## src/rtl/contactor_driver.sv

```systemverilog
// rtl/contactor_driver.sv - coil sequencer with debounced aux feedback, confirmation timeouts and fault latch
// Optional build macro CONTACTOR_PERMIT_GATE_EN gates the registered coil drive with i_Permit combinationally.
module contactor_driver #(
    parameter int DEBOUNCE      = 4,
    parameter int CLOSE_TIMEOUT = 20,
    parameter int OPEN_TIMEOUT  = 20,
    parameter int CNT_W         = 16
) (
    input  logic       i_Clk,
    input  logic       i_Rst,
    input  logic       i_Cmd,
    input  logic       i_Permit,
    input  logic       i_Aux,
    input  logic       i_FaultClr,
    output logic       o_Coil,
    output logic       o_Fb,
    output logic       o_Busy,
    output logic       o_Fault,
    output logic [1:0] o_FaultCode
);

    typedef enum logic [2:0] {
        ST_OPEN,
        ST_CLOSING,
        ST_CLOSED,
        ST_OPENING,
        ST_FAULT
    } state_t;

    localparam logic [CNT_W-1:0] DEB_LAST   = CNT_W'(DEBOUNCE - 1);
    localparam logic [CNT_W-1:0] CLOSE_LAST = CNT_W'(CLOSE_TIMEOUT - 1);
    localparam logic [CNT_W-1:0] OPEN_LAST  = CNT_W'(OPEN_TIMEOUT - 1);
    localparam logic [CNT_W-1:0] CNT_ONE    = CNT_W'(1);

    localparam logic [1:0] CODE_NONE  = 2'b00;
    localparam logic [1:0] CODE_CLOSE = 2'b01;
    localparam logic [1:0] CODE_OPEN  = 2'b10;
    localparam logic [1:0] CODE_UNEXP = 2'b11;

    state_t           state_q, state_d;
    logic [1:0]       code_q, code_d;
    logic [CNT_W-1:0] tmo_q, tmo_d;
    logic [CNT_W-1:0] deb_q, deb_d;
    logic             sync1_q;
    logic             aux_s_q;
    logic             fb_q, fb_d;
    logic             coil_reg;

    always_ff @(posedge i_Clk or posedge i_Rst) begin
        if (i_Rst) begin
            state_q <= ST_OPEN;
            code_q  <= CODE_NONE;
            tmo_q   <= '0;
            deb_q   <= '0;
            sync1_q <= 1'b0;
            aux_s_q <= 1'b0;
            fb_q    <= 1'b0;
        end else begin
            state_q <= state_d;
            code_q  <= code_d;
            tmo_q   <= tmo_d;
            deb_q   <= deb_d;
            sync1_q <= i_Aux;
            aux_s_q <= sync1_q;
            fb_q    <= fb_d;
        end
    end

    // A disagreement must persist DEBOUNCE consecutive cycles; any agreement restarts the count.
    always_comb begin
        deb_d = '0;
        fb_d  = fb_q;
        if (aux_s_q != fb_q) begin
            if (deb_q == DEB_LAST) begin
                fb_d = aux_s_q;
            end else begin
                deb_d = deb_q + CNT_ONE;
            end
        end
    end

    // Timeout counter defaults to zero, so any transition into a busy state starts it fresh.
    always_comb begin
        state_d = state_q;
        code_d  = code_q;
        tmo_d   = '0;
        case (state_q)
            ST_OPEN: begin
                if (fb_q) begin
                    state_d = ST_FAULT;
                    code_d  = CODE_UNEXP;
                end else if (i_Cmd && i_Permit) begin
                    state_d = ST_CLOSING;
                end
            end
            ST_CLOSING: begin
                if (fb_q) begin
                    state_d = ST_CLOSED;
                end else if (!i_Permit || !i_Cmd) begin
                    state_d = ST_OPENING;
                end else if (tmo_q == CLOSE_LAST) begin
                    state_d = ST_FAULT;
                    code_d  = CODE_CLOSE;
                end else begin
                    tmo_d = tmo_q + CNT_ONE;
                end
            end
            ST_CLOSED: begin
                if (!fb_q) begin
                    state_d = ST_FAULT;
                    code_d  = CODE_UNEXP;
                end else if (!i_Permit || !i_Cmd) begin
                    state_d = ST_OPENING;
                end
            end
            ST_OPENING: begin
                if (!fb_q) begin
                    state_d = ST_OPEN;
                end else if (tmo_q == OPEN_LAST) begin
                    state_d = ST_FAULT;
                    code_d  = CODE_OPEN;
                end else begin
                    tmo_d = tmo_q + CNT_ONE;
                end
            end
            ST_FAULT: begin
                if (i_FaultClr && !fb_q) begin
                    state_d = ST_OPEN;
                    code_d  = CODE_NONE;
                end
            end
            default: begin
                state_d = ST_OPEN;
                code_d  = CODE_NONE;
            end
        endcase
    end

    assign coil_reg    = (state_q == ST_CLOSING) || (state_q == ST_CLOSED);
    assign o_Busy      = (state_q == ST_CLOSING) || (state_q == ST_OPENING);
    assign o_Fault     = (state_q == ST_FAULT);
    assign o_FaultCode = code_q;
    assign o_Fb        = fb_q;

`ifdef CONTACTOR_PERMIT_GATE_EN
    assign o_Coil = coil_reg & i_Permit;
`else
    assign o_Coil = coil_reg;
`endif

endmodule

```

## config.mk

```make
export PLATFORM = sky130hd
export DESIGN_NAME = contactor_driver
export DESIGN_NICKNAME = d
export VERILOG_FILES = /design/src/rtl/contactor_driver.sv
export SDC_FILE = /design/constraint.sdc
export NUM_CORES = 1
export LEC_CHECK = 0
export ABC_CLOCK_PERIOD_IN_PS = 2500
export BUFFER_PORTS_ARGS = -buffer_cell sky130_fd_sc_hd__buf_2
export CELL_PAD_IN_SITES_DETAIL_PLACEMENT = 1
export CELL_PAD_IN_SITES_GLOBAL_PLACEMENT = 1
export CORE_UTILIZATION = 51
export CTS_BUF_LIST = sky130_fd_sc_hd__clkbuf_16
export DETAILED_ROUTE_END_ITERATION = 16
export PLACE_DENSITY = 0.86
export SYNTH_ARGS = -nofsm -noshare
export SYNTH_HDL_FRONTEND = slang
export SYNTH_SLANG_ARGS = --single-unit
```

## constraint.sdc

```tcl
create_clock -name i_Clk -period 2.5 [get_ports i_Clk]
set_input_delay 0.125 -clock i_Clk [delete_from_list [all_inputs] [get_ports i_Clk]]
set_output_delay 0.125 -clock i_Clk [all_outputs]
set_load 0.01 [all_outputs]
```

# --- Word-level counts from Yosys, hierarchy flattened ---
# Index checks and enable logic that the tools add are counted.
op_classes:
  n_addsub: 2
  eq_ne: 17
  n_mux: 26
  n_reduce_logical: 12
op_table:
  columns: ["op", "n"]
  rows:
  - ["$mux 16", 6]
  - ["$add 16x1->16 const B", 2]
  - ["$pmux 16 s2", 1]
  - ["$mux 3", 9]
  - ["$eq 16x2->1 const B", 1]
  - ["$eq 16x5->1 const B", 1]
  - ["$mux 2", 8]
  - ["$pmux 3 s5", 1]
  - ["$ne 2x2->1 const B", 7]
  - ["$pmux 2 s5", 1]
  - ["$reduce_and 8->1", 1]
  - ["$eq 3x2->1 const B", 2]
  - ["$ne 3x3->1 const B", 2]
  - ["$eq 3x1->1 const B", 1]
  - ["$eq 3x3->1 const B", 1]
  - ["$logic_not 1->1", 3]
  - ["$logic_not 3->1", 1]
  - ["$logic_or 1x1->1", 3]
  - ["$reduce_and 3->1", 1]
  - ["$logic_and 1x1->1", 2]
  - ["$ne 2x1->1 const B", 1]
  - ["$reduce_and 2->1", 1]
  - ["$ne 1x1->1", 1]
totals:
  register_bits: 40
  in_bits: 6
  out_inout_bits: 6
  elab_cells: 64

# --- Depth between registers and ports, before layout ---
depth:
  word_depth: 5
  depth_mapped: 7
  mapped_depth_nobuf: 5

# --- Least setup slack after synthesis ---
# Ideal clock, no wire load.
synth_timing:
  path_type: "reg2reg"
  start: "register tmo_q[0]"
  end: "register tmo_q[4]"
  setup_ps: 119
  arrival_ps: 1414
  required_time_ps: 2381
  setup_slack_ps: 967
  stages_incl_launch_ff: 8
  synth_period_minus_slack_ps: 1533
  path_cell_list: "dfrtp_1 > ha_1 > nor4b_1 > nand4_1 > nand2b_1 > buf_4 > buf_6 > nor2_1"
synth_via:
  elab_chain_cells: 5
synth_lines:
  columns: ["element", "line", "text"]
  rows:
  - ["from (decl)", "42", "logic [CNT_W-1:0] tmo_q, tmo_d;"]
  - ["from (signal assigned)", "61", "tmo_q <= tmo_d;"]
  - ["$add 16x1->16 / $eq 16x5->1 (equally long branches)", null, null]
  - ["$mux 16 *", "101, 119", null]
  - ["$mux 16", "99", "end else if (!i_Permit || !i_Cmd) begin"]
  - ["$mux 16", "97", "if (fb_q) begin"]
  - ["$pmux 16 s2 *", "87", "case (state_q)"]
  - ["via tmo_d[4]", "42", null]
# The timed path passes the listed nets; every way through them passes the cells marked *.
# A chain may end at the register's enable or synchronous reset.

# --- Worst setup path in the final report ---
# Ends and elaborated chain as after synthesis.

==> results.toml <==
[synth]
yosysWarnings = 0
async_flop_share = 1.000
yosysTopAreaCellShare = 0.4831
yosysTopAreaCell = "dfrtp_1"
ys_seq_area_frac = 0.4831
syn-instance-count = 210
syn-mean-instance-area_um2 = 9.867
synth.area.top_cells = "dfrtp_1, xnor2_1, nor2_1"
ys_seq_elements = 40
synthFlopType = "dfrtp_1"
synth_nets = 218
syn_area_mm2 = 0.002072
ys_types = 44
synth-edff-count = 0

[timing]
relSlewSlack = 0.5909
slew_violations = 0
timing.fmax_mhz = 477.1
fin_setup_tns_ns = 0
period_needed_ns = 2.096
fin_crit_sh = 0.8384
setup_viol = 0
hold_violations = 0
fin_worst_skew_ns = 0.002617
tightestPinTransition_ns = 0.6136
rsz0062_at_grt = "no"

[pwr]
p_total_w = 0.001933
leakage_nw = 0.9611
power-per-cell-area_mw_per_mm2 = 831.3
ir_worst_vdd_uv = 426.1

[floorplanning]
die_area_mm2 = 0.004322
rows = 22
dieWidth_um = 65.74
die_h_um = 65.74
ios = 12
coreArea_mm2 = 0.003771
start_util = 0.5494

[clock_network]
cts_root_buf = "clkbuf_16"
cts_resized = 0
clock-sinks = 40
cts_setup_buffers = 0
cts_tree = "yes"
htreeDepth = 2
postCtsHoldBufs = 2
cts.path.max_buffers = 2
cts-buffers-inserted = 5
path_clk_slew_ns = 0.06
clk_latency_ns = 0.28

[min_path]
min_path_type = "in2reg"

[grt]
grt_use_total = 0.2753
antenna_found_initial = 0
grt_first_pass_wirelength_um = 8742
overflow = 0
grt_pass1_vias = 1759
grt_max_degree = 41

[final_layout]
final_cell_mix = "dfrtp_1, nor2_1, xnor2_1, buf_2"
multi_input_area_um2 = 999.7
final_nets = 234
seq_area_mm2 = 0.001001
drive_gt1_frac = 0.1322
n_antenna_cell = 0
utilization = 0.6165
layout_commonest_cell = "dfrtp_1"
area_delta_synth_final_pct = 12.20
fillers = 412

[drt]
drt_iter0_markers = 83
vias = 1660
vias_per_cell = 6.036
routed_wl_um = 5136
wl_per_cell_um = 18.68
drcViolationCount = 0
ant_nets = 0
drt-pass1-iter-count = 4

[setup_path]
startpoint_type = "register"
cp.required_ns = 2.63
worst_ep_arrival_time_ns = 2.22
critPathKind = "reg2reg"
end_kind = "register"
crit_fanout = 16

[placed_design]
portBuffers = 11
place.gp.congestion = 0.8324
dp_hpwl_um = 3400

[status]
run_status = "completed"

[job]
cap_violations = 0
-- report_power, final --
part	total [W]	switching, W	internal, W
registers	0.000812	0.0000969	0.000716
clock network	0.000601	0.000242	0.000359
logic	0.000520	0.000284	0.000235
total	0.00193	0.000623	0.00131
-- sequential cells by signal, summed over array words and instances (netlist names) --
register / cells
aux_s_q: 1
deb_q: 16
o_FaultCode: 2
o_Fb: 1
sync1_q: 1
state_q: 3
tmo_q: 16
-- stage by stage --
| stage | worst slack, ns | hold WS, ns | instance area [um2] | cells |
|---|---|---|---|---|
| floorplan | 0.9666 | 0.1564 | 2072 | 210 |
| global placement | 0.7007 | 0.2371 | 2168 | 265 |
| detailed placement | 0.4872 | 0.2388 | 2168 | 265 |
| CTS | 0.4677 | 0.3108 | 2325 | 275 |
| global route | 0.3115 | 0.3747 | 2325 | 275 |
| finish | 0.4040 | 0.3149 | 2325 | 275 |
-- cell type report --
| cell class | instances | share of cell area |
|---|---|---|
| Sequential cell | 40 | 0.4306 |
| Multi-Input combinational cell | 155 | 0.4300 |
| Clock buffer | 5 | 0.05382 |
| Timing Repair Buffer | 16 | 0.04198 |
| Tap cell | 48 | 0.02583 |
| Inverter | 8 | 0.01292 |
| Clock inverter | 3 | 0.004844 |
-- routing by layer --
| metal | GRT usage | up-vias | part of all wire | routed length [um] |
|---|---|---|---|---|
| li1 | - | 765 | - | - |
| met4 | 0.08967 | 0 | 0.017 | 89 |
| met3 | 0.06250 | 10 | 0.027 | 139 |
| met1 | 0.3367 | 856 | 0.44 | 2267 |
| met2 | 0.4745 | 29 | 0.51 | 2640 |
| met5 | 0 | - | 0 | 0 |
-- cells in the mapped netlist, types with 2 or more instances --
cell,number
dfrtp_1,40
nor2_1,37
xnor2_1,21
nand2_1,10
nand3_1,10
nor4_1,9
inv_1,8
xor2_1,8
nand4_1,7
nor3_1,7
o21ai_0,5
buf_2,3
nand2b_1,3
nor2b_1,3
nor3b_1,3
a211oi_1,2
a21oi_1,2
a32oi_1,2
and4_4,2
ha_1,2
nor4b_1,2
o221a_2,2
-- logic make-up after synthesis --
| logic type | Yosys count | share of synthesized area |
|---|---|---|
| buffers and inverters | 15 | 0.03442 |
| multiplexers | 1 | 0.005434 |
| adder cells (fa/ha/maj) | 2 | 0.01208 |
| AND/OR/NAND/NOR | 102 | 0.2681 |
| AO/OA/AOI/OAI | 21 | 0.07428 |
| XOR/XNOR | 29 | 0.1226 |
| flip-flops | 40 | 0.4831 |
-- worst paths after layout --
| kind | from | end | slack [ns] | cells after the start |
|---|---|---|---|---|
| max in group asynchronous | i_Rst | deb_q[1]$_DFF_PP0_ | 1.64 | 4 |
| worst max-delay path | tmo_q[0]$_DFF_PP0_ | tmo_q[4]$_DFF_PP0_ | 0.40 | 5 |
| worst min register to register | sync1_q$_DFF_PP0_ | aux_s_q$_DFF_PP0_ | 0.39 | 0 |
| min in group asynchronous | i_Rst | deb_q[13]$_DFF_PP0_ | 0.51 | 4 |
| worst max register to register | tmo_q[0]$_DFF_PP0_ | tmo_q[4]$_DFF_PP0_ | 0.40 | 5 |
| worst min-delay path | i_Permit | state_q[0]$_DFFE_PP0P_ | 0.31 | 4 |
-- worst max-delay path, stage by stage, from the launching register on --
cell and delay, ns:
dfrtp_1 0.41, ha_1 0.25, nor4b_1 0.34, nand4_1 0.27, nand2b_1 0.53, nor2_1 0.15
Note: power is estimated with default switching activity, not from simulation.
